<file path="src/rtl/sd_cmd_scheduler.sv">
// SD host command scheduler: arbitrates host and auto-CMD12 requests, sequences the
// command engine and times out missing responses. Define SD_AUTO_CMD12_EN to enable CMD12.
module sd_cmd_scheduler #(
    parameter int unsigned TimeoutTicks = 64
) (
    input  logic        clk_i,
    input  logic        rst_ni,
    input  logic        sd_clk_tick_i,
    input  logic        host_valid_i,
    output logic        host_ready_o,
    input  logic [5:0]  host_index_i,
    input  logic [31:0] host_arg_i,
    input  logic [1:0]  host_rsp_type_i,
    input  logic        cmd12_req_i,
    output logic        cmd12_gnt_o,
    input  logic        abort_i,
    output logic        cmd_start_o,
    output logic [5:0]  cmd_index_o,
    output logic [31:0] cmd_arg_o,
    output logic [1:0]  rsp_type_o,
    input  logic        cmd_done_i,
    input  logic        rsp_done_i,
    output logic        inhibit_cmd_o,
    output logic        complete_o,
    output logic        complete_src_o,
    output logic        timeout_o
);

    typedef enum logic [2:0] {IDLE, ISSUE, WAIT_TX, WAIT_RSP, DONE} state_e;

    localparam logic [9:0] TimeoutLimit = 10'(TimeoutTicks);

    state_e      state_q;
    logic [9:0]  cnt_q;
    logic [5:0]  index_q;
    logic [31:0] arg_q;
    logic [1:0]  rsp_q;
    logic        src_q;
    logic        start_q;
    logic        complete_q;
    logic        timeout_q;
    logic        accept_ok;

    // Requests are only visible in IDLE, out of reset and without a concurrent abort.
    assign accept_ok = rst_ni && (state_q == IDLE) && !abort_i;

`ifdef SD_AUTO_CMD12_EN
    assign cmd12_gnt_o    = accept_ok && cmd12_req_i;
    assign host_ready_o   = accept_ok && host_valid_i && !cmd12_req_i;
    assign complete_src_o = src_q;
`else
    logic unused_cmd12;
    assign unused_cmd12   = cmd12_req_i ^ src_q;
    assign cmd12_gnt_o    = 1'b0;
    assign host_ready_o   = accept_ok && host_valid_i;
    assign complete_src_o = 1'b0;
`endif

    always_ff @(posedge clk_i or negedge rst_ni) begin
        if (!rst_ni) begin
            state_q    <= IDLE;
            cnt_q      <= '0;
            index_q    <= '0;
            arg_q      <= '0;
            rsp_q      <= '0;
            src_q      <= 1'b0;
            start_q    <= 1'b0;
            complete_q <= 1'b0;
            timeout_q  <= 1'b0;
        end else begin
            start_q    <= 1'b0;
            complete_q <= 1'b0;
            timeout_q  <= 1'b0;
            if (abort_i) begin
                state_q <= IDLE;
                cnt_q   <= '0;
            end else begin
                case (state_q)
                    IDLE: begin
                        if (cmd12_gnt_o) begin
                            index_q <= 6'd12;
                            arg_q   <= '0;
                            rsp_q   <= 2'b11;
                            src_q   <= 1'b1;
                            start_q <= 1'b1;
                            state_q <= ISSUE;
                        end else if (host_ready_o) begin
                            index_q <= host_index_i;
                            arg_q   <= host_arg_i;
                            rsp_q   <= host_rsp_type_i;
                            src_q   <= 1'b0;
                            start_q <= 1'b1;
                            state_q <= ISSUE;
                        end
                    end
                    ISSUE: state_q <= WAIT_TX;
                    WAIT_TX: begin
                        if (cmd_done_i) begin
                            cnt_q <= '0;
                            if (rsp_q == 2'b00) begin
                                complete_q <= 1'b1;
                                state_q    <= DONE;
                            end else begin
                                state_q <= WAIT_RSP;
                            end
                        end
                    end
                    WAIT_RSP: begin
                        // A response arriving with the final tick beats the timeout;
                        // the timeout pulse occupies one cycle ahead of DONE.
                        if (rsp_done_i || timeout_q) begin
                            complete_q <= 1'b1;
                            state_q    <= DONE;
                        end else if (sd_clk_tick_i) begin
                            cnt_q <= cnt_q + 10'd1;
                            if ((cnt_q + 10'd1) == TimeoutLimit) begin
                                timeout_q <= 1'b1;
                            end
                        end
                    end
                    DONE:    state_q <= IDLE;
                    default: state_q <= IDLE;
                endcase
            end
        end
    end

    assign cmd_start_o   = start_q;
    assign cmd_index_o   = index_q;
    assign cmd_arg_o     = arg_q;
    assign rsp_type_o    = rsp_q;
    assign complete_o    = complete_q;
    assign timeout_o     = timeout_q;
    assign inhibit_cmd_o = (state_q != IDLE);

endmodule
</file>
<file path="config.mk">
export PLATFORM = sky130hd
export DESIGN_NAME = sd_cmd_scheduler
export DESIGN_NICKNAME = d
export VERILOG_FILES = /design/src/rtl/sd_cmd_scheduler.sv
export SDC_FILE = /design/constraint.sdc
export NUM_CORES = 1
export LEC_CHECK = 0
export BUFFER_PORTS_ARGS = -buffer_cell sky130_fd_sc_hd__buf_4
export CORE_MARGIN = 1
export CORE_UTILIZATION = 48
export CTS_CLUSTER_SIZE = 12
export DETAILED_ROUTE_END_ITERATION = 12
export PLACE_DENSITY = 0.79
export SLEW_MARGIN = 10
export SYNTH_ARGS = -nofsm -noshare
export SYNTH_HDL_FRONTEND = slang
export SYNTH_SLANG_ARGS = --single-unit
</file>
<file path="constraint.sdc">
create_clock -name clk_i -period 2.22 [get_ports clk_i]
set_input_delay 0.222 -clock clk_i [delete_from_list [all_inputs] [get_ports clk_i]]
set_output_delay 0.222 -clock clk_i [all_outputs]
set_load 0.03 [all_outputs]
</file>
==> reports/qor.csv <==
stage;metric;value;unit
outcome;status;complete, no violations;
synth;synth-edff-count;0;
final_layout;multi_input_area;972;um2
synth;synth_fa_ha_area_share;1.03;%
grt;grt_pass1_wl;8000;um
synth;ys_ff_latch;56;
floorplan;fp.dieH;73.3;um
synth;synth-simple-area-share;11.0;%
floorplan;coreArea;4820;um2
synth;ys.flop_type;dfrtp_1;
synth;yosys.cell_types.count;42;
final_layout;seq_area;1400;um2
synth;yosys.area.top_type_share;57.4;%
detailed_routing;wl;5210;um
synth;ys_seq_area_share;57.4;%
placement;routabilityCongestion;0.872;
floorplan;dieArea;5370;um2
grt;grt_max_degree;57;
final_layout;utilization;69.1;%
synth;postSynthCellCount;188;
worst_setup_path;slowest_stage;dfrtp_1;
cts;cts-resized-gates;0;
synth;synth.most_common_cell;dfrtp_1;
grt;antenna_found_initial;0;
final_layout;final_layout_size_suffix_gt1_share;51.4;%
detailed_routing;postRouteAntennaNets;0;
synth;syn-cell-area;2440;um2
synth;ys_async_sr_fraction;100;%
detailed_routing;drtIter0Drc;69;
floorplan;std_cell_rows;25;
worst_setup_path;worstSetupStartpointType;flip-flop;
synth;synth_xor_area_share;1.44;%
worst_setup_path;cpPeakStageDelay;0.46;ns
floorplan;io_pins;95;
sta;tns;0;ns
synth;synthTopCellsByArea;dfrtp_1 57%, mux2_2 18%, o21ai_0 2.7%;
worst_setup_path;reg2reg_slack;0.28;ns
worst_setup_path;crit_cells;5;
synth;synth_top_family_by_area;multiplexers;
cts;post_cts_buffers;0;
synth;avgSynthCellArea;13.0;um2
final_layout;fin_nets;335;
detailed_routing;drc;0;
detailed_routing;vias;1852;
worst_setup_path;crit_chain;nor3_1 -> inv_1 -> nor3_4 -> buf_12 -> buf_4;
cts;ctsHoldBuffers;0;
floorplan;start_util;50.6;%
synth;yosysWarnings;0;
detailed_routing;dr.pass1.iters;4;
worst_setup_path;setup.worst_path.class;flip-flop to primary output;
detailed_routing;post_drt_wl_per_cell;14.8;um
cts;clkLatencyLatePin;0.31;ns
grt;gr-total-overflow;0;
sta;fin_crit;2.02;ns
worst_setup_path;cp_num_buf_inv;3;
sta;whs;0.0525;ns
cts;clk_pin_slew;0.10;ns
sta;setup_viol;0;
worst_setup_path;crit_family;simple AND/OR/NAND/NOR gates;
pwr;ir_drop;0.000548;V
sta;worst-slew-pin-transition;0.692;ns
cts;cts_max_level;2;
sta;fmax;495;MHz
grt;grt_pass1_vias;1672;
sta;rsz0062_at_grt;no;
worst_setup_path;r2r_cells;6;
grt;globalRouteTotalUtil;19.9;%
worst_setup_path;rr_endpoint;cmd_arg_o[16];
sta;maxSlewHeadroom;53.9;%
floorplan;die_w;73.3;um
pwr;powerDensity;1190;nW/um2
cts;cts_buffers;5;
cts;cts_tree;yes;
synth;synth_compound_gate_area_share;7.38;%
cts;clkSinkCount;56;
sta;clock_skew;0.00820;ns
final_layout;diodes;0;
sta;final-max-slew-violation-count;0;
final_layout;fillers;358;
synth;synthMuxAreaShare;18.5;%
final_layout;synthToLayoutAreaGrowth;36.4;%
cts;clk_path_buf_depth;2;
worst_setup_path;r2r_start;state_q[1];
pwr;leakagePower;1.55;nW
placement;io_buffers;91;
detailed_routing;avgViaCountPerCell;5.25;
cts;cts_root_buffer;clkbuf_8;
placement;hpwl;3740;um
synth;synth_common_cells;56 x dfrtp_1, 38 x mux2_2, 13 x o21ai_0, 9 x nand2_1, 9 x nor3_1;
sta;hold_viol_final;0;
worst_setup_path;crit_required;2.00;ns
sta;min_period_over_period;91.1;%
worst_setup_path;cp_data_arrival_time;1.80;ns
synth;yosysTopAreaCell;dfrtp_1;
worst_setup_path;crit_path_end_kind;primary output;
flow_run;drv_cap;0;
worst_setup_path;critPathMaxFanout;20;
min_path;hold_path_class;primary input to asynchronous set/reset pin;
==> layer usage <==
metal	part of all wire, %	vias up	track usage, %
li1	-	870	-
met1	43	907	27.0
met2	48	70	31.9
met3	7.6	5	5.21
met4	1.1	0	5.77
met5	0	-	0
==> cells by family after synthesis <==
group,count (synthesis)
compound gates,28
xor+xnor,4
fa+ha+maj,2
buf+inv,13
flops,56
mux,40
other cells,1
simple gates,44
==> worst register-to-register path, cell delays in order (launching register included) <==
cell	delay, ns
dfrtp_1	0.46
nor3_1	0.27
inv_1	0.14
nor3_4	0.25
buf_4	0.18
clkbuf_16	0.19
mux2_2	0.34
==> placed cells by master, fill, tap and decap left out, types with 2 or more instances in the layout <==
| cell | netlist | layout |
|---|---|---|
| dfrtp_1 | 56 | 56 |
| inv_1 | 4 | 4 |
| a21o_1 | 2 | 2 |
| nor3_1 | 9 | 9 |
| and3_1 | 3 | 3 |
| buf_4 | 2 | 96 |
| clkbuf_8 | 0 | 5 |
| ha_1 | 2 | 2 |
| a211oi_1 | 2 | 2 |
| nand2_1 | 9 | 9 |
| and2_1 | 2 | 2 |
| or3_1 | 3 | 3 |
| mux2_1 | 2 | 2 |
| nand4_1 | 4 | 4 |
| o21ai_0 | 13 | 13 |
| a21oi_1 | 4 | 4 |
| xnor2_1 | 3 | 3 |
| conb_1 | 1 | 2 |
| mux2_2 | 38 | 38 |
| nand3_1 | 2 | 2 |
==> stage by stage <==
step / std cells / setup slack [ns] / instance area, um2 / total power, mW
floorplan: 189 / 0.277 / 2440 / 2.69
global placement: 343 / 0.373 / 3210 / 3.41
detailed placement: 343 / 0.348 / 3210 / 3.46
CTS: 351 / 0.0677 / 3290 / 4.00
global route: 353 / 0.0567 / 3330 / 4.19
finish: 353 / 0.199 / 3330 / 3.97
==> sequential cells by signal, indices dropped and copies added, names as in the netlist <==
name / cells
cmd_arg_o: 32
cmd_index_o: 6
cmd_start_o: 1
cnt_q: 10
complete_o: 1
rsp_type_o: 2
state_q: 3
timeout_o: 1
==> area by class of cell <==
type                    instances  area share [%]
flip-flops and latches         56            42.1
clock buffers                   6            2.18
clock inverters                 2           0.489
inverters                       4           0.451
repair buffers                 98            23.0
multi-input cells             120            29.2
well taps                      67            2.52
==> report_power, final <==
group | switching [mW] | internal (mW)
Combinational | 1.08 | 0.797
Clock | 0.314 | 0.225
Sequential | 0.189 | 1.37
==> how the worst max path moves through the flow <==
stage | startpoint | endpoint | slack, ns
after floorplan | state_q[1] | cmd_arg_o[0] | 0.28
after detailed placement | state_q[1] | cmd_arg_o[10] | 0.35
final | state_q[1] | host_ready_o | 0.20
after global placement | state_q[1] | cmd_arg_o[5] | 0.37
after CTS | state_q[1] | host_ready_o | 0.07
after global routing | state_q[1] | host_ready_o | 0.06
Note: power is estimated with default switching activity, not from simulation.
